==> config.mk <==
export PLATFORM = sky130hd
export DESIGN_NAME = axis_demux
export DESIGN_NICKNAME = d
export VERILOG_FILES = /design/src/rtl/axis_demux.sv
export SDC_FILE = /design/constraint.sdc
export NUM_CORES = 1
export LEC_CHECK = 0
export ABC_AREA = 1
export CORE_MARGIN = 2
export CORE_UTILIZATION = 44
export CTS_BUF_LIST = sky130_fd_sc_hd__clkbuf_16
export DETAILED_ROUTE_END_ITERATION = 6
export GPL_TIMING_DRIVEN = 0
export PLACE_DENSITY = 0.83
export REMOVE_ABC_BUFFERS = 1
export SETUP_SLACK_MARGIN = 0.1
export SYNTH_ARGS = -nofsm -noshare
export SYNTH_HDL_FRONTEND = slang
export SYNTH_SLANG_ARGS = --single-unit
==> constraint.sdc <==
create_clock -name axis_aclk -period 4.6 [get_ports axis_aclk]
set_clock_uncertainty 0.15 [all_clocks]
set_input_delay 0.92 -clock axis_aclk [delete_from_list [all_inputs] [get_ports axis_aclk]]
set_output_delay 0.92 -clock axis_aclk [all_outputs]
set_load 0.05 [all_outputs]
==> src/rtl/axis_demux.sv <==
// axis_demux: 1:2 AXI-Stream packet router; the first-beat TDEST steers a whole packet to A, B or drop.
// Define AXIS_DEMUX_BCAST_EN to make tdest=3 broadcast to both masters instead of dropping.
module axis_demux #(
  parameter int DATA_W = 32,
  parameter int CNT_W  = 16
) (
  input  logic              axis_aclk,
  input  logic              axis_aresetn,
  input  logic [DATA_W-1:0] s_axis_tdata,
  input  logic [1:0]        s_axis_tdest,
  input  logic              s_axis_tvalid,
  output logic              s_axis_tready,
  input  logic              s_axis_tlast,
  output logic [DATA_W-1:0] ma_axis_tdata,
  output logic              ma_axis_tvalid,
  input  logic              ma_axis_tready,
  output logic              ma_axis_tlast,
  output logic [DATA_W-1:0] mb_axis_tdata,
  output logic              mb_axis_tvalid,
  input  logic              mb_axis_tready,
  output logic              mb_axis_tlast,
  output logic [CNT_W-1:0]  drop_cnt
);

  typedef enum logic [2:0] {IDLE, PKT_A, PKT_B, PKT_DROP, PKT_BC} state_t;
  typedef enum logic [1:0] {ROUTE_A, ROUTE_B, ROUTE_DROP, ROUTE_BC} route_t;

  state_t            state_q, state_d;
  route_t            route;
  logic              ackA, ackB, xfer, loadA, loadB, dropDone;
  logic              maValid_q, maValid_d, mbValid_q, mbValid_d;
  logic [DATA_W-1:0] maData_q, mbData_q;
  logic              maLast_q, mbLast_q;
  logic [CNT_W-1:0]  dropCnt_q, dropCnt_d;

  assign ackA = ~maValid_q | ma_axis_tready;
  assign ackB = ~mbValid_q | mb_axis_tready;

  // Only the first beat of a packet looks at tdest; later beats follow the latched packet state.
  always_comb begin
    route = ROUTE_DROP;
    case (state_q)
      PKT_A:    route = ROUTE_A;
      PKT_B:    route = ROUTE_B;
      PKT_DROP: route = ROUTE_DROP;
      PKT_BC:   route = ROUTE_BC;
      default: begin
        case (s_axis_tdest)
          2'd0:    route = ROUTE_A;
          2'd1:    route = ROUTE_B;
`ifdef AXIS_DEMUX_BCAST_EN
          2'd3:    route = ROUTE_BC;
`endif
          default: route = ROUTE_DROP;
        endcase
      end
    endcase
  end

  always_comb begin
    s_axis_tready = 1'b0;
    if (axis_aresetn) begin
      case (route)
        ROUTE_A:  s_axis_tready = ackA;
        ROUTE_B:  s_axis_tready = ackB;
        ROUTE_BC: s_axis_tready = ackA & ackB;
        default:  s_axis_tready = 1'b1;
      endcase
    end
  end

  assign xfer     = s_axis_tvalid & s_axis_tready;
  assign loadA    = xfer & ((route == ROUTE_A) | (route == ROUTE_BC));
  assign loadB    = xfer & ((route == ROUTE_B) | (route == ROUTE_BC));
  assign dropDone = xfer & s_axis_tlast & (route == ROUTE_DROP);

  always_comb begin
    state_d = state_q;
    if (xfer) begin
      if (state_q == IDLE) begin
        if (!s_axis_tlast) begin
          case (route)
            ROUTE_A:  state_d = PKT_A;
            ROUTE_B:  state_d = PKT_B;
            ROUTE_BC: state_d = PKT_BC;
            default:  state_d = PKT_DROP;
          endcase
        end
      end else if (s_axis_tlast) begin
        state_d = IDLE;
      end
    end
  end

  always_comb begin
    maValid_d = maValid_q;
    mbValid_d = mbValid_q;
    dropCnt_d = dropCnt_q;
    if (loadA) begin
      maValid_d = 1'b1;
    end else if (ma_axis_tready) begin
      maValid_d = 1'b0;
    end
    if (loadB) begin
      mbValid_d = 1'b1;
    end else if (mb_axis_tready) begin
      mbValid_d = 1'b0;
    end
    if (dropDone && !(&dropCnt_q)) begin
      dropCnt_d = dropCnt_q + CNT_W'(1);
    end
  end

  always_ff @(posedge axis_aclk or negedge axis_aresetn) begin
    if (!axis_aresetn) begin
      state_q   <= IDLE;
      maValid_q <= 1'b0;
      mbValid_q <= 1'b0;
      dropCnt_q <= '0;
    end else begin
      state_q   <= state_d;
      maValid_q <= maValid_d;
      mbValid_q <= mbValid_d;
      dropCnt_q <= dropCnt_d;
    end
  end

  // Payload registers carry no reset; their valid flags qualify them.
  always_ff @(posedge axis_aclk) begin
    if (loadA) begin
      maData_q <= s_axis_tdata;
      maLast_q <= s_axis_tlast;
    end
    if (loadB) begin
      mbData_q <= s_axis_tdata;
      mbLast_q <= s_axis_tlast;
    end
  end

  assign ma_axis_tdata  = maData_q;
  assign ma_axis_tvalid = maValid_q;
  assign ma_axis_tlast  = maLast_q;
  assign mb_axis_tdata  = mbData_q;
  assign mb_axis_tvalid = mbValid_q;
  assign mb_axis_tlast  = mbLast_q;
  assign drop_cnt       = dropCnt_q;

endmodule
# After elaboration in Yosys (flattened, before gate mapping)
# Index checks and enable logic that the tools add are counted.
[classes]
n_addsub = 1
n_mul = 0
n_div = 0
n_lt_le_gt_ge = 0
eq_ne = 9
shifts = 0
muxes = 12
bitwise_logic = 12
n_reduce_logical = 10
[ops]
columns = ["cell", "n"]
rows = [
  ["16-bit by 1-bit adder with 16-bit output, second input constant", 1],
  ["16-bit AND reduction", 1],
  ["3-bit two-way mux", 3],
  ["3-bit case mux with 3 select lines", 1],
  ["2-bit case mux with 4 select lines", 1],
  ["1-bit bitwise AND", 6],
  ["3-bit by 2-bit equality test with 1-bit output, second input constant", 2],
  ["2-bit nonzero test", 3],
  ["1-bit two-way mux", 5],
  ["2-bit by 1-bit equality test with 1-bit output, second input constant", 2],
  ["2-bit equality test, second input constant", 2],
  ["2-bit zero test", 2],
  ["1-bit bitwise OR", 4],
  ["2-bit case mux with 2 select lines", 1],
  ["3-bit by 1-bit equality test with 1-bit output, second input constant", 1],
  ["3-bit equality test, second input constant", 1],
  ["3-bit zero test", 1],
  ["1-bit case mux with 3 select lines", 1],
  ["3-bit AND reduction", 1],
  ["2-bit inequality test, second input constant", 1],
  ["1-bit NOT", 2],
  ["1-bit logical AND", 1],
  ["1-bit zero test", 1],
]
[totals]
register_bits = 87
latch_bits = 0
ram_bits = 0
rom_bits = 0
inputBits = 40
output_inout_bits = 85
word_cells = 52
mem_count = 0

# Logic depth before layout (Yosys ltp)
[logic_depth]
depth_word = 10
mapped_depth = 13
ltp_nobuf = 13

# Worst setup path before layout
# No wires, ideal clock.
[synth_path]
path_kind = "input -> register"
start = "input port s_axis_tdest[1]"
end = "register maData_q[0] (netlist: ma_axis_tdata[0]) (enable)"
setup_time_ns = 0.423
arrival_time_ns = 4.229
required_time_ns = 4.027
setup_slack_ns = -0.202
stages = 10
path_buffers = 0
cell_sequence = "inv_1 -> nand2_1 -> a31oi_1 -> ha_1 -> nand2_1 -> nand2_1 -> nand2_1 -> a21oi_1 -> nand2_1 -> nor2_1"
[synth_between]
elab_chain_len = 8
word_cells_on_any_way = 12
cone_classes = "3 x eq/ne; 4 x mux; 3 x bitwise; 2 x reduce/logical"
[synth_lines]
columns = ["element", "line", "text"]
rows = [
  ["start, declared", "10", "input logic [1:0] s_axis_tdest,"],
  ["2-bit by 1-bit equality test with 1-bit output / 2-bit zero test (equally long branches)", "48", "case (s_axis_tdest)"],
  ["2-bit case mux with 2 select lines *", "48", ""],
  ["2-bit case mux with 4 select lines *", "42", "case (state_q)"],
  ["2-bit equality test, or another cell as far along", "63", "case (route)"],
  ["1-bit case mux with 3 select lines *", "63", ""],
  ["1-bit two-way mux *", "62", "if (axis_aresetn) begin"],
  ["net s_axis_tready", "12", "output logic s_axis_tready,"],
  ["1-bit bitwise AND *", "72", "assign xfer = s_axis_tvalid & s_axis_tready;"],
  ["1-bit bitwise AND *", "73", "assign loadA = xfer & ((route == ROUTE_A) | (route == ROUTE_BC));"],
  ["net loadA", "30", "logic ackA, ackB, xfer, loadA, loadB, dropDone;"],
  ["end signal, assigned", "131", "maData_q <= s_axis_tdata;"],
  ["end, declared", "32", "logic [DATA_W-1:0] maData_q, mbData_q;"],
]
# The timed path passes the listed nets; every way through them passes the cells marked *.
# A chain may end at the register's enable or synchronous reset.

# Worst setup path after layout
[layout_path]
start = "input port s_axis_tdest[1]"
end = "output port s_axis_tready"
[layout_between]
elab_chain_len = 6
word_cells_on_any_way = 9
cone_classes = "3 x eq/ne; 4 x mux; 2 x reduce/logical"
[layout_lines]
columns = ["element", "line"]
rows = [
  ["2-bit by 1-bit equality test with 1-bit output / 2-bit zero test (equally long branches)", "48"],
  ["2-bit case mux with 2 select lines *", "48"],
  ["2-bit case mux with 4 select lines *", "42"],
  ["2-bit equality test, or another cell as far along", "63"],
  ["1-bit case mux with 3 select lines *", "63"],
  ["1-bit two-way mux *", "62"],
  ["end, declared", "12"],
]
# Every way passes the cells marked *; elsewhere a longest branch is shown, timed or not.

==> summary.md <==
| Metric | Value |
|---|---|
| Final HPWL DP | 5280 um |
| Mapped Cells | 248 |
| DRC | 0 |
| Layout Nets | 428 |
| CP Data Required Time | 3.53 ns |
| Final period utilization | 0.891 |
| Starting Density | 0.457 |
| Yosys warns | 0 |
| DRT Pass-1 Iters | 5 |
| FF+latch count, synth | 87 |
| H-tree levels | 3 |
| Non-filler instance count after layout | 486 |
| CTS Buf Count | 9 |
| Largest net degree at the start of global routing | 34 |
| Overall Global Routing Usage | 0.178 |
| Total gr overflow | 0 |
| Leading cell type in the layout, fill and taps excluded | clkdlybuf4s50_1 |
| Max_slew headroom | 0.311 |
| Final Hold Fails | 0 |
| Utilization after layout | 0.692 |
| CP arrival | 3.03 ns |
| First-pass GRT wire length | 11,600 um |
| Drt wl/cell | 15.0 um |
| Post-synthesis average cell area | 13.4 um2 |
| Setup-failing EPs final | 0 |
| Num ports | 125 |
| Initial antenna violation count | 0 |
| Routed wire length | 7300 um |
| Count of cell types in the netlist | 22 |
| Peak VDD IR | 0.353 mV |
| Placer Congestion | 0.860 |
| Die Wd | 91.0 um |
| Fin. max-slew vios | 0 |
| Clk sinks | 87 |
| Total power | 2.81 mW |
| # port buffers | 124 |
| Leading cell types in the layout, fill and taps excluded | 122 x clkdlybuf4s50_1, 66 x edfxtp_1, 63 x nand2_1 |
| Post-Synthesis Cell Area | 0.00333 mm2 |
| CORE AREA | 0.00729 mm2 |
| Starting DRT DRC Count | 73 |
| ANT cells | 0 |
| Period minus WS final | 4.10 ns |
| Buffer count from post-CTS setup fixing | 0 |
| Post-synthesis sequential area ratio | 0.753 |
| Status | completed |
| Max Fclk | 244 MHz |
| CTS tree | built |
| Placed Instances | 470 |
| Pleak | 1.96 nW |
| Fin Setup TNS | 0 ns |
| Slew at the pin closest to its max-slew limit | 1.03 ns |
| Pwr Density | 556 mW/mm2 |
| Hold Path Class | reg -> reg |
| Routed vias | 2,381 |
| Top sig layer | met4 |
| Worst-Skew Late Latency | 0.32 ns |
| Nature of the critical path endpoint | output port |
| Clock transition at path regs | 0.06 ns |
| Fillers | 517 |
| Vias in the first global route | 2,334 |
| Final ANT Viol Nets | 0 |
| Maxcap violations | 0 |
| Layout area overhead | 51.6% |
| Metal3 WL | 591 um |
| Share of cells above drive strength 1 | 0.0672 |
| Root buffer cell | clkbuf_16 |
| Met2 wire len | 3570 um |
| RSZ-0062 raised after global routing | false |
| Vias/cell | 4.90 |
| Die Ht | 91.0 um |
| Crit Path Category | in -> out |
| Clk buf depth | 2 |
| CP max FO | 5 |
| M1 WL | 3080 um |
| Total die area | 0.00828 mm2 |
| Std cell rows | 31 |
| Setup crit start kind | input pin |
## final cells by class
class                           instances  area, um2  share of cell area
Timing Repair Buffer                  124       1240               0.246
Clock buffer                            9        225              0.0446
Sequential cell                        87       2510               0.497
Tap cell                               99        124              0.0245
Inverter                               25       93.8              0.0186
Multi-Input combinational cell        135        729               0.144
Clock inverter                          7        126              0.0250
## per-layer routing
layer  GRT usage  vias to the layer above
met5           0                        -
met1       0.224                     1135
li1            -                     1118
met3      0.0456                        8
met2       0.304                      120
met4      0.0568                        0
## logic make-up (layout without fill, tap and decap cells)
kind of cell,count (synthesis),count (layout),synth area share
and+or+nand+nor,105,105,0.141
DFF,87,87,0.753
buffers and inverters,26,165,0.0327
xor gates and xnor gates,13,13,0.0342
AOI/OAI and AO/OA,11,11,0.0169
adders and majority gates,6,6,0.0225
## cell usage after synthesis, drive strengths merged
cell type	count	area [um2]
xor2	4	35.0
xnor2	9	78.8
nor3	1	5.00
nor2	18	77.6
ha	6	75.1
dfrtp	21	526
nand3	9	57.6
o21ai	7	35.0
edfxtp	66	1980
inv	25	93.8
a21oi	3	15.0
a31oi	1	6.26
nand4	11	68.8
nand2	66	260
buf	1	15.0
## critical path: stages
cell and delay, ns:
clkdlybuf4s50_1 0.42, inv_1 0.08, nand2_1 0.06, a31oi_1 0.35, ha_1 0.22, nand2_1 0.05
nand2_1 0.05, nand2_1 0.06, a21oi_1 0.33, dlymetal6s2s_1 0.48
## metrics by stage
step	setup WS (ns)	hold slack [ns]	cell area (um2)
floorplan	-0.202	0.322	3320
global placement	-0.775	0.343	4680
detailed placement	0.0284	0.352	4700
CTS	0.107	0.366	5050
global route	0.343	0.405	5050
finish	0.499	0.360	5050
## worst paths after layout
path	from	end	slack [ns]	depth (start not counted)
hold / removal	state_q[0]	state_q[0]	0.36	2
max in group asynchronous	axis_aresetn	drop_cnt[13]	2.93	1
setup / recovery	s_axis_tdest[1]	s_axis_tready	0.50	10
hold reg to reg	state_q[0]	state_q[0]	0.36	2
setup reg to reg	state_q[1]	mb_axis_tdata[16]	1.26	10
min in group asynchronous	axis_aresetn	drop_cnt[1]	0.74	1
## flip-flops by register name (all words and copies together), names as in the netlist
name,count
ma_axis_tvalid,1
mb_axis_tvalid,1
ma_axis_tlast,1
drop_cnt,16
state_q,3
ma_axis_tdata,32
mb_axis_tdata,32
mb_axis_tlast,1
## power breakdown
| group | switching (mW) | total (mW) | internal [mW] |
|---|---|---|---|
| sequential | 0.0492 | 1.05 | 1.00 |
| combinational | 0.650 | 0.921 | 0.271 |
| clock | 0.295 | 0.833 | 0.538 |
| total | 0.995 | 2.81 | 1.81 |
## repair_timing
item | CTS | global route
endpoints found under the setup margin | 1 | 1
gates resized for setup | 1 | 1
cloned | 0 | 0
hold buffers | 0 | 0
No activity file was read; power rests on OpenSTA's default activity.
